[src/rtl/spi_display_pkg.sv]
// Shared definitions for the display SPI link: command codes, field widths
// and the receiver decode-state encoding.
package spi_display_pkg;

    localparam logic [7:0] CMD_SET_COLUMN = 8'h2A;
    localparam logic [7:0] CMD_SET_PAGE   = 8'h2B;
    localparam logic [7:0] CMD_WRITE_RAM  = 8'h2C;

    localparam int COORD_W = 9;
    localparam int COLOR_W = 16;

    typedef enum logic [1:0] {
        ST_IDLE  = 2'd0,
        ST_CASET = 2'd1,
        ST_PASET = 2'd2,
        ST_RAMWR = 2'd3
    } rx_state_e;

    function automatic rx_state_e cmd_to_state(input logic [7:0] cmd);
        case (cmd)
            CMD_SET_COLUMN: return ST_CASET;
            CMD_SET_PAGE:   return ST_PASET;
            CMD_WRITE_RAM:  return ST_RAMWR;
            default:        return ST_IDLE;
        endcase
    endfunction

endpackage

[src/rtl/spi_byte_rx.sv]
// SPI byte assembler: synchronises SCLK/MOSI/DC/CS into i_clk, shifts bits on
// SCLK rising edges and emits one strobe per completed byte.
module spi_byte_rx #(
    parameter int SYNC_STAGES = 2
) (
    input  logic       i_clk,
    input  logic       i_rst_n,
    input  logic       i_sclk,
    input  logic       i_mosi,
    input  logic       i_dc,
    input  logic       i_cs,
    output logic [7:0] o_byte,
    output logic       o_byte_dc,
    output logic       o_byte_valid,
    output logic       o_frame_err
);

    // Bit order in each stage: {sclk, mosi, dc, cs}; cs idles high.
    localparam logic [3:0] SYNC_RST = 4'b0001;

    logic [SYNC_STAGES-1:0][3:0] sync_q;
    logic       sclk_prev_q, cs_prev_q;
    logic [6:0] shift_q, shift_d;
    logic [2:0] bit_cnt_q, bit_cnt_d;
    logic [7:0] byte_q, byte_d;
    logic       byte_dc_q, byte_dc_d;
    logic       byte_valid_q, byte_valid_d;
    logic       frame_err_q, frame_err_d;

    logic sclk_s, mosi_s, dc_s, cs_s;
    logic sclk_rise, cs_rise, shift_en;

    assign sclk_s = sync_q[SYNC_STAGES-1][3];
    assign mosi_s = sync_q[SYNC_STAGES-1][2];
    assign dc_s   = sync_q[SYNC_STAGES-1][1];
    assign cs_s   = sync_q[SYNC_STAGES-1][0];

    assign sclk_rise = sclk_s & ~sclk_prev_q;
    assign cs_rise   = cs_s & ~cs_prev_q;
    // An edge that coincides with CS rising still belongs to the frame.
    assign shift_en  = sclk_rise & (~cs_s | cs_rise);

    always_comb begin
        shift_d      = shift_q;
        bit_cnt_d    = bit_cnt_q;
        byte_d       = byte_q;
        byte_dc_d    = byte_dc_q;
        byte_valid_d = 1'b0;
        frame_err_d  = 1'b0;
        if (shift_en) begin
            if (bit_cnt_q == 3'd7) begin
                byte_d       = {shift_q, mosi_s};
                byte_dc_d    = dc_s;
                byte_valid_d = 1'b1;
                bit_cnt_d    = 3'd0;
            end else begin
                shift_d   = {shift_q[5:0], mosi_s};
                bit_cnt_d = bit_cnt_q + 3'd1;
            end
        end
        if (cs_rise) begin
            frame_err_d = (bit_cnt_d != 3'd0);
            bit_cnt_d   = 3'd0;
        end
    end

    always_ff @(posedge i_clk or negedge i_rst_n) begin
        if (!i_rst_n) begin
            sync_q       <= {SYNC_STAGES{SYNC_RST}};
            sclk_prev_q  <= 1'b0;
            cs_prev_q    <= 1'b1;
            shift_q      <= '0;
            bit_cnt_q    <= '0;
            byte_q       <= '0;
            byte_dc_q    <= 1'b0;
            byte_valid_q <= 1'b0;
            frame_err_q  <= 1'b0;
        end else begin
            sync_q       <= {sync_q[SYNC_STAGES-2:0], {i_sclk, i_mosi, i_dc, i_cs}};
            sclk_prev_q  <= sclk_s;
            cs_prev_q    <= cs_s;
            shift_q      <= shift_d;
            bit_cnt_q    <= bit_cnt_d;
            byte_q       <= byte_d;
            byte_dc_q    <= byte_dc_d;
            byte_valid_q <= byte_valid_d;
            frame_err_q  <= frame_err_d;
        end
    end

    assign o_byte       = byte_q;
    assign o_byte_dc    = byte_dc_q;
    assign o_byte_valid = byte_valid_q;
    assign o_frame_err  = frame_err_q;

endmodule

[src/rtl/spi_display_rx.sv]
// Display SPI responder: decodes CASET/PASET/RAMWR into per-pixel write strobes.
// Optional pixel counter output enabled by SPI_DISPLAY_RX_PIXCNT_EN.
module spi_display_rx
    import spi_display_pkg::*;
#(
    parameter int H_RES       = 240,
    parameter int V_RES       = 320,
    parameter int SYNC_STAGES = 2
) (
    input  logic               i_clk,
    input  logic               i_rst_n,
    input  logic               i_sclk,
    input  logic               i_mosi,
    input  logic               i_dc,
    input  logic               i_cs,
    output logic               o_cmd_valid,
    output logic [7:0]         o_cmd,
    output logic               o_px_valid,
    output logic [COORD_W-1:0] o_px_x,
    output logic [COORD_W-1:0] o_px_y,
    output logic [COLOR_W-1:0] o_px_color,
    output logic               o_err
`ifdef SPI_DISPLAY_RX_PIXCNT_EN
    , output logic [17:0]      o_px_count
`endif
);

    localparam logic [COORD_W:0]   H_LIM  = (COORD_W+1)'(H_RES);
    localparam logic [COORD_W:0]   V_LIM  = (COORD_W+1)'(V_RES);
    localparam logic [COORD_W-1:0] EC_RST = COORD_W'(H_RES - 1);
    localparam logic [COORD_W-1:0] EP_RST = COORD_W'(V_RES - 1);

    logic [7:0] rx_byte;
    logic       rx_dc, rx_valid, frame_err;

    spi_byte_rx #(.SYNC_STAGES(SYNC_STAGES)) u_byte_rx (
        .i_clk       (i_clk),
        .i_rst_n     (i_rst_n),
        .i_sclk      (i_sclk),
        .i_mosi      (i_mosi),
        .i_dc        (i_dc),
        .i_cs        (i_cs),
        .o_byte      (rx_byte),
        .o_byte_dc   (rx_dc),
        .o_byte_valid(rx_valid),
        .o_frame_err (frame_err)
    );

    rx_state_e state_q, state_d;

    logic [1:0]         pcnt_q;
    logic [COORD_W-1:0] start_q;
    logic               end_hi_q;
    logic [COORD_W-1:0] sc_q, ec_q, sp_q, ep_q;
    logic [COORD_W-1:0] cur_x_q, cur_y_q;
    logic [7:0]         hi_q;
    logic               phase_q;
    logic [7:0]         cmd_q;
    logic               px_valid_q, win_err_q;
    logic [COORD_W-1:0] px_x_q, px_y_q;
    logic [COLOR_W-1:0] px_color_q;

    logic               cmd_stb, data_stb, in_param, param_last, win_ok;
    logic               enter_ramwr, px_fire;
    logic [COORD_W-1:0] end_v;

    always_ff @(posedge i_clk or negedge i_rst_n) begin
        if (!i_rst_n) state_q <= ST_IDLE;
        else          state_q <= state_d;
    end

    always_comb begin
        state_d = state_q;
        if (cmd_stb)         state_d = cmd_to_state(rx_byte);
        else if (param_last) state_d = ST_IDLE;
    end

    always_comb begin
        cmd_stb     = rx_valid & ~rx_dc;
        data_stb    = rx_valid & rx_dc;
        in_param    = (state_q == ST_CASET) || (state_q == ST_PASET);
        param_last  = data_stb & in_param & (pcnt_q == 2'd3);
        end_v       = {end_hi_q, rx_byte};
        win_ok      = (start_q <= end_v) &&
                      ({1'b0, end_v} < ((state_q == ST_CASET) ? H_LIM : V_LIM));
        enter_ramwr = cmd_stb & (rx_byte == CMD_WRITE_RAM);
        px_fire     = data_stb & (state_q == ST_RAMWR) & phase_q;
    end

    always_ff @(posedge i_clk or negedge i_rst_n) begin
        if (!i_rst_n) begin
            pcnt_q     <= '0;
            start_q    <= '0;
            end_hi_q   <= 1'b0;
            sc_q       <= '0;
            ec_q       <= EC_RST;
            sp_q       <= '0;
            ep_q       <= EP_RST;
            cur_x_q    <= '0;
            cur_y_q    <= '0;
            hi_q       <= '0;
            phase_q    <= 1'b0;
            cmd_q      <= '0;
            px_valid_q <= 1'b0;
            win_err_q  <= 1'b0;
            px_x_q     <= '0;
            px_y_q     <= '0;
            px_color_q <= '0;
        end else begin
            px_valid_q <= px_fire;
            win_err_q  <= param_last & ~win_ok;
            if (cmd_stb) begin
                cmd_q   <= rx_byte;
                pcnt_q  <= '0;
                phase_q <= 1'b0;
                if (enter_ramwr) begin
                    cur_x_q <= sc_q;
                    cur_y_q <= sp_q;
                end
            end else if (data_stb && in_param) begin
                pcnt_q <= pcnt_q + 2'd1;
                case (pcnt_q)
                    2'd0:    start_q[8]   <= rx_byte[0];
                    2'd1:    start_q[7:0] <= rx_byte;
                    2'd2:    end_hi_q     <= rx_byte[0];
                    default: begin
                        if (win_ok && state_q == ST_CASET) begin
                            sc_q <= start_q;
                            ec_q <= end_v;
                        end
                        if (win_ok && state_q == ST_PASET) begin
                            sp_q <= start_q;
                            ep_q <= end_v;
                        end
                    end
                endcase
            end else if (data_stb && state_q == ST_RAMWR) begin
                phase_q <= ~phase_q;
                if (!phase_q) hi_q <= rx_byte;
            end
            // Pixel emission and raster-order cursor step inside the window.
            if (px_fire) begin
                px_x_q     <= cur_x_q;
                px_y_q     <= cur_y_q;
                px_color_q <= {hi_q, rx_byte};
                if (cur_x_q == ec_q) begin
                    cur_x_q <= sc_q;
                    cur_y_q <= (cur_y_q == ep_q) ? sp_q : cur_y_q + 1'b1;
                end else begin
                    cur_x_q <= cur_x_q + 1'b1;
                end
            end
        end
    end

`ifdef SPI_DISPLAY_RX_PIXCNT_EN
    logic [17:0] px_count_q;

    always_ff @(posedge i_clk or negedge i_rst_n) begin
        if (!i_rst_n)                        px_count_q <= '0;
        else if (enter_ramwr)                px_count_q <= '0;
        else if (px_fire && ~&px_count_q)    px_count_q <= px_count_q + 18'd1;
    end

    assign o_px_count = px_count_q;
`endif

    assign o_cmd_valid = cmd_stb;
    assign o_cmd       = cmd_stb ? rx_byte : cmd_q;
    assign o_px_valid  = px_valid_q;
    assign o_px_x      = px_x_q;
    assign o_px_y      = px_y_q;
    assign o_px_color  = px_color_q;
    assign o_err       = frame_err | win_err_q;

endmodule

[config.mk]
export PLATFORM = sky130hd
export DESIGN_NAME = spi_display_rx
export DESIGN_NICKNAME = d
export VERILOG_FILES = /design/src/rtl/spi_display_pkg.sv /design/src/rtl/spi_byte_rx.sv /design/src/rtl/spi_display_rx.sv
export SDC_FILE = /design/constraint.sdc
export NUM_CORES = 1
export LEC_CHECK = 0
export CORE_UTILIZATION = 35
export DETAILED_ROUTE_END_ITERATION = 10
export PLACE_DENSITY = 0.57
export SYNTH_ARGS = -nofsm -noshare
export SYNTH_HDL_FRONTEND = slang
export SYNTH_HIERARCHICAL = 1
export SYNTH_SLANG_ARGS = --single-unit
[constraint.sdc]
create_clock -name i_clk -period 8.13 [get_ports i_clk]
set_input_delay 0.813 -clock i_clk [delete_from_list [all_inputs] [get_ports i_clk]]
set_output_delay 0.813 -clock i_clk [all_outputs]
set_load 0.01 [all_outputs]
==> run metrics <==
CTS tree=built; hold crit path type=register to register; Fin. Hold Viols=0; FF-to-FF setup slack=5.00 ns; syn_nets=626; Final setup viols=0; worst hold endpoint=u_byte_rx/mosi_s$_DFF_PN0_; die width=142 um; Simple-Gate Fraction of Synth Area=13.4%; Antenna diodes=0; fraction of registers with async set/reset=100%; vias in the first global route=4702; Post-CTS Hold Fix Bufs=0; clock sink total=approximately 150; Worst path max stage delay=0.61 ns; RSZ-0062 raised after global routing=false; 1st-pass router iterations=4; global-route wire length before repair=25.2 mm; Yosys reg bits=152; power density cells=200 nW/um2; Leak=about 3.9 nW; TNS Setup=0 ns; adder-cell share of the synthesized area=4.40%; nets@finish=approximately 680; Buf/Inv on CP=1; largest family of logic cells by synthesized area=simple AND/OR/NAND/NOR gates; crit path max fanout=17; dpl ws=5.02 ns; Die Ht=142 um; Overflow after GRT=0; post-CTS sizing=0; area delta synth->final=19.9%; max-cap check violation count=0; Synth cell types=57; Reg-to-Reg Start=u_byte_rx/o_byte[6]$_DFFE_PN0P_; CP Class=register to output pin; dpl hpwl=10.4 mm; design area=8180 um2; vias per cell=5.01; CP max stage cell=clkdlybuf4s50_1; CP arrival=2.34 ns; Compound-Gate Fraction of Synth Area=about 9%; Post-route DRC=0; Reg2Reg Depth=8; CP Depth=3; clock latency on the worst-skew pair=0.42 ns; final setup margin=4.98 ns; Reg clk slew, reported paths=0.06 ns; wire per inst=16.5 um; antenna violations before repair=0; largest net degree at the start of global routing=85; XOR/XNOR Fraction of Synth Area=2.57%; Num CTS Buffers=17; max-slew violations=0; initial core utilization=36.1%; root buffer cell=clkbuf_16; WHS Path Cells=0; Crit Reg-Reg Endpoint=sc_q[6]$_DFFE_PN0P_; Worst setup SP type=register; share of post-route cells with drive strength above 1=19.2%; Main synth FF type=dfrtp_1; critical path, cell by cell=nand2b_1 > o21ai_0 > clkdlybuf4s50_1; multiplexer share of the synthesized area=a little under an eighth; total wire length=15.2 mm; slew at the pin closest to its max-slew limit=0.912 ns; Mapped Area=6820 um2; Critical Path RT=roughly 7.3 ns; Iter 0 DRT Violations=~290; Synth Warn #=6; Post-DRT Antenna Nets=0; HP Start=u_byte_rx/sync_q[2]$_DFF_PN0_; cells after synthesis=596; Core Region=18900 um2; fmax=317 MHz; Final Wtd Congestion=0.820; H-tree depth=4; I/O Buffers=50; Final min period=roughly 3.2 ns; Top delay family on crit path=buffers and inverters; row count=50; syn_area_per_cell=~11 um2; most frequent cells in the layout=135 x dfrtp_1, 116 x nand2_1, 51 x o21ai_0, 49 x clkdlybuf4s50_1, 43 x mux2_2; worst clock skew=around 0.0064 ns; Relative slew margins=roughly two fifths; Final Cycle Share=38.7%; CTS max path bufs=2; sequential-to-total area share from yosys stat=56.1%; outcome=finished, final reports clean; DR vias=about 4600; GRT Total Usage=16.6%; Critical Path End Type=output pin; dpl cell area=7580 um2; # IOs=51; EDFF count, synth=0; post-CTS setup buffers=0; leading cell type in the layout, fill and taps excluded=dfrtp_1; Worst IR Drop VDD=159 uV; Die Area=20100 um2
[through the flow]
step                      utilization, %  total power, mW  instances  hold WS [ns]
final                               43.3             1.63        920         0.348
after global routing                43.3             1.70        920         0.359
after CTS                           43.3             1.66        920         0.350
after detailed placement            40.1            0.844        889         0.337
after global placement              40.1            0.840        889         0.336
after floorplan                        -            0.817        596         0.331
[synthesized netlist by cell type (3+ instances only)]
master,count,share of area [%]
o21ai_0,51,3.7
nor2_1,14,0.77
and3_1,8,0.73
a21o_1,4,0.44
ha_1,24,4.4
dfstp_2,17,6.5
a31o_2,3,0.39
a22oi_1,3,0.33
xnor2_1,8,1.0
inv_1,30,1.7
clkbuf_1,17,0.94
a21oi_1,12,0.88
dfrtp_1,135,50
nor3_1,3,0.22
nand4_1,5,0.46
nand3_1,14,1.0
a22o_1,4,0.51
nor4_1,4,0.37
mux2_4,20,4.4
xor2_1,12,1.5
mux2_2,43,7.1
a32o_1,3,0.44
nand2_1,116,6.4
or2_2,3,0.28
[kinds of logic after synthesis]
| logic type | after synthesis |
|---|---|
| xor+xnor | 20 |
| simple gates | 189 |
| compound gates | 97 |
| fa+ha+maj | 24 |
| mux | 64 |
| buf+inv | 50 |
| flops | 152 |
[how the worst max path moves through the flow]
stage	slack, ns	to	from
finish	4.98	o_cmd[1]	u_byte_rx/o_byte_dc$_DFFE_PN0P_
global route	4.82	o_cmd[1]	u_byte_rx/o_byte_dc$_DFFE_PN0P_
CTS	4.91	o_cmd[1]	u_byte_rx/o_byte_dc$_DFFE_PN0P_
detailed placement	5.02	sp_q[5]$_DFFE_PN0P_	u_byte_rx/o_byte[6]$_DFFE_PN0P_
global placement	5.12	sp_q[7]$_DFFE_PN0P_	u_byte_rx/o_byte[6]$_DFFE_PN0P_
floorplan	5.51	ep_q[6]$_DFFE_PN0P_	u_byte_rx/o_byte[7]$_DFFE_PN0P_
[state kept, by name, summed over array words and instances (netlist names), 3 cells and up]
name	flops
u_byte_rx/sync_q	4
cur_x_q	9
o_px_color	16
ep_q	9
hi_q	8
o_px_y	9
u_byte_rx/bit_cnt_q	3
u_byte_rx/o_byte	8
sp_q	9
start_q	9
cmd_q	8
sc_q	9
u_byte_rx/shift_q	7
cur_y_q	9
ec_q	9
o_px_x	9
[cell type report]
| type | count | area (um2) |
|---|---|---|
| inverter | 30 | 113 |
| multi-input combinational | 394 | 2790 |
| fill | 1794 | 10700 |
| sequential | 152 | 3820 |
| timing repair buffer | 53 | 524 |
| clock buffer | 23 | 478 |
| clock inverter | 8 | 120 |
| tap | 260 | 325 |
[where the power goes]
group          total [mW]  internal [mW]  switching (mW)  leakage (nW)
Combinational      0.0410         0.0176          0.0233          1.59
Sequential          0.789          0.776          0.0128          2.03
Clock               0.805          0.504           0.301         0.289
[routing by layer]
| layer | up-vias | track usage [%] | wire (um) |
|---|---|---|---|
| met4 | 0 | 6.17 | 243 |
| met2 | 120 | 26.7 | 7420 |
| met5 | - | 0 | 0 |
| met3 | 22 | 4.08 | 582 |
| li1 | 2159 | - | - |
| met1 | 2304 | 21.6 | 6960 |
Note: power is estimated with default switching activity, not from simulation.
==> edit, RTL diff (same settings) <==
`shift_q` and `byte_q` no longer have a reset.
--- a/src/rtl/spi_byte_rx.sv
+++ b/src/rtl/spi_byte_rx.sv
@@ -69,9 +69,7 @@
             sync_q       <= {SYNC_STAGES{SYNC_RST}};
             sclk_prev_q  <= 1'b0;
             cs_prev_q    <= 1'b1;
-            shift_q      <= '0;
             bit_cnt_q    <= '0;
-            byte_q       <= '0;
             byte_dc_q    <= 1'b0;
             byte_valid_q <= 1'b0;
             frame_err_q  <= 1'b0;
@@ -79,13 +77,16 @@
             sync_q       <= {sync_q[SYNC_STAGES-2:0], {i_sclk, i_mosi, i_dc, i_cs}};
             sclk_prev_q  <= sclk_s;
             cs_prev_q    <= cs_s;
-            shift_q      <= shift_d;
             bit_cnt_q    <= bit_cnt_d;
-            byte_q       <= byte_d;
             byte_dc_q    <= byte_dc_d;
             byte_valid_q <= byte_valid_d;
             frame_err_q  <= frame_err_d;
         end
+    end
+
+    always_ff @(posedge i_clk) begin
+        shift_q <= shift_d;
+        byte_q  <= byte_d;
     end
 
     assign o_byte       = byte_q;
Behaviour: no difference found for any inputs over 10 cycles, from zero or initial values and one cycle with i_rst_n low; that may be too few to reach the edited logic, so the function may still have changed.
==> edit against the unedited design <==
Sequential cell count is the same; sequential share of layout area grew 1.6 points; non-clock buffer count is the same; die area shrank 0.96%; sequential power shrank 2%; synthesized cell count shrank 1.5%; routed wire length shrank 2.9%; area after synthesis shrank 0.97%; final area shrank 1.4%; total power shrank 4.9%; utilization shrank 0.46 points; setup slack lost 0.084 ns; clock skew is essentially flat; critical endpoint is now o_cmd[7]; largest power group is now registers.
==> edit: results (changes against the unedited design) <==
GRT
  • Largest net degree at the start of global routing: 80 (-5.9%)
  • First-pass GRT wire length: 24.12 mm (-4.5%)
  • Vias in the first global route: 4,507 (-4.1%)
  • Tot GR Track Use: 0.1598 (-0.006114)

Synthesis
  • Number of flops mapped to enable cells by yosys: 15 (+15)
  • Ranking of synthesized cells by area: dfrtp_1, edfxtp_1, dfstp_2
  • Syn Nets: 617 (-1.4%)
  • Sequential-to-total area share from yosys stat: 0.5773 (+0.01662)
  • Most frequent cells after synthesis: dfrtp_1, nand2_1, o21ai_0, inv_1, mux2_2
  • Post-synth ARST share: 0.9013 (-0.09868)

Detailed routing
  • Routed WL per cell: 16.22 um (-1.8%)
  • Vias per std cell: 4.901 (-2.1%)
  • DR iter-0 viols: 191 (-34%)
  • Final WL: 14.76 mm (-2.9%)

STA
  • WHS: 0.3490 ns (+0.001031 ns)
  • Tightest Pin Transition: 1.005 ns (+0.09293 ns)

Setup path
  • Reg2reg setup slack: 5.07 ns (+0.07 ns)
  • Dominant delay contributor by cell family on the critical path: buffers and inverters
  • Reg2reg end: sc_q[6]
  • Data arrival, critical path: 2.42 ns (+0.08 ns)
  • R2R Path Start: u_byte_rx/o_byte[6]

Power
  • Leak: 3.795 nW (-3.0%)
  • Peak VDD IR: 0.1418 mV (-11%)

Placement
  • HPWL Detailed: 10.41 mm (+0.12%)
  • Placer's final routability congestion estimate: 0.8137 (-0.76%)
  • Cells after DPL: 878 (-1.2%)

Run status
  • Run status: finished clean

Clocking
  • Cts-stage hold buffer count: 0 (unchanged)
edit: changes by cell type after synthesis, sizes merged, moves of 2 or more:
cell,change
nor4,-2
o21ai,+3
dfrtp,-15
edfxtp,+15
nor3,+2
mux2,-15
a22o,-3
or3b,+2
buf,+2
a21oi,+2
edit: cell families after synthesis:
logic type / Yosys count / synth area share
AOI/OAI and AO/OA: 102 / 0.09446
xor gates and xnor gates: 20 / 0.02593
adders and majority gates: 24 / 0.04445
buffers and inverters: 51 / 0.03186
DFF: 152 / 0.5773
muxes: 49 / 0.09261
and+or+nand+nor: 189 / 0.1334
edit: worst max-delay path by stage:
stage	startpoint	endpoint	depth (start not counted)
global route	u_byte_rx/o_byte_dc	o_cmd[7]	3
global placement	u_byte_rx/o_byte[6]	sp_q[3]	8
detailed placement	u_byte_rx/o_byte[6]	sc_q[4]	8
CTS	u_byte_rx/o_byte_dc	o_cmd[7]	3
floorplan	u_byte_rx/o_byte[7]	ep_q[6]	9
finish	u_byte_rx/o_byte_dc	o_cmd[7]	3
edit: report_power, final:
part | internal, mW | switching (mW) | total [mW]
clock network | 0.446 | 0.304 | 0.750
registers | 0.774 | 0.00328 | 0.777
logic | 0.00769 | 0.0187 | 0.0264
edit: layer usage:
metal | routed length (um) | vias up | share of wire | global-route usage
met5 | 0 | - | 0 | 0
met4 | 149 | 0 | 0.010 | 0.05206
li1 | - | 2134 | - | -
met1 | 6704 | 2211 | 0.45 | 0.2071
met2 | 7195 | 101 | 0.49 | 0.2563
met3 | 712 | 14 | 0.048 | 0.04688
edit: cell type report:
cell class / instances / area [um^2]
clock buffers: 22 / 474.2
clock inverters: 10 / 92.59
fillers: 1760 / 10770
inverters: 29 / 108.9
multi-input cells: 384 / 2640
flip-flops and latches: 152 / 3900
well taps: 260 / 325.3
repair buffers: 53 / 524.3
edit: per-stage QoR:
step / setup slack (ns) / power, mW / util / cell area (um^2)
finish: 4.896 / 1.554 / 0.4283 / 8065
global route: 4.724 / 1.612 / 0.4283 / 8065
CTS: 4.902 / 1.576 / 0.4283 / 8065
detailed placement: 5.091 / 0.8184 / 0.3982 / 7498
global placement: 5.233 / 0.8166 / 0.3982 / 7498
floorplan: 5.520 / 0.7984 / - / 6755
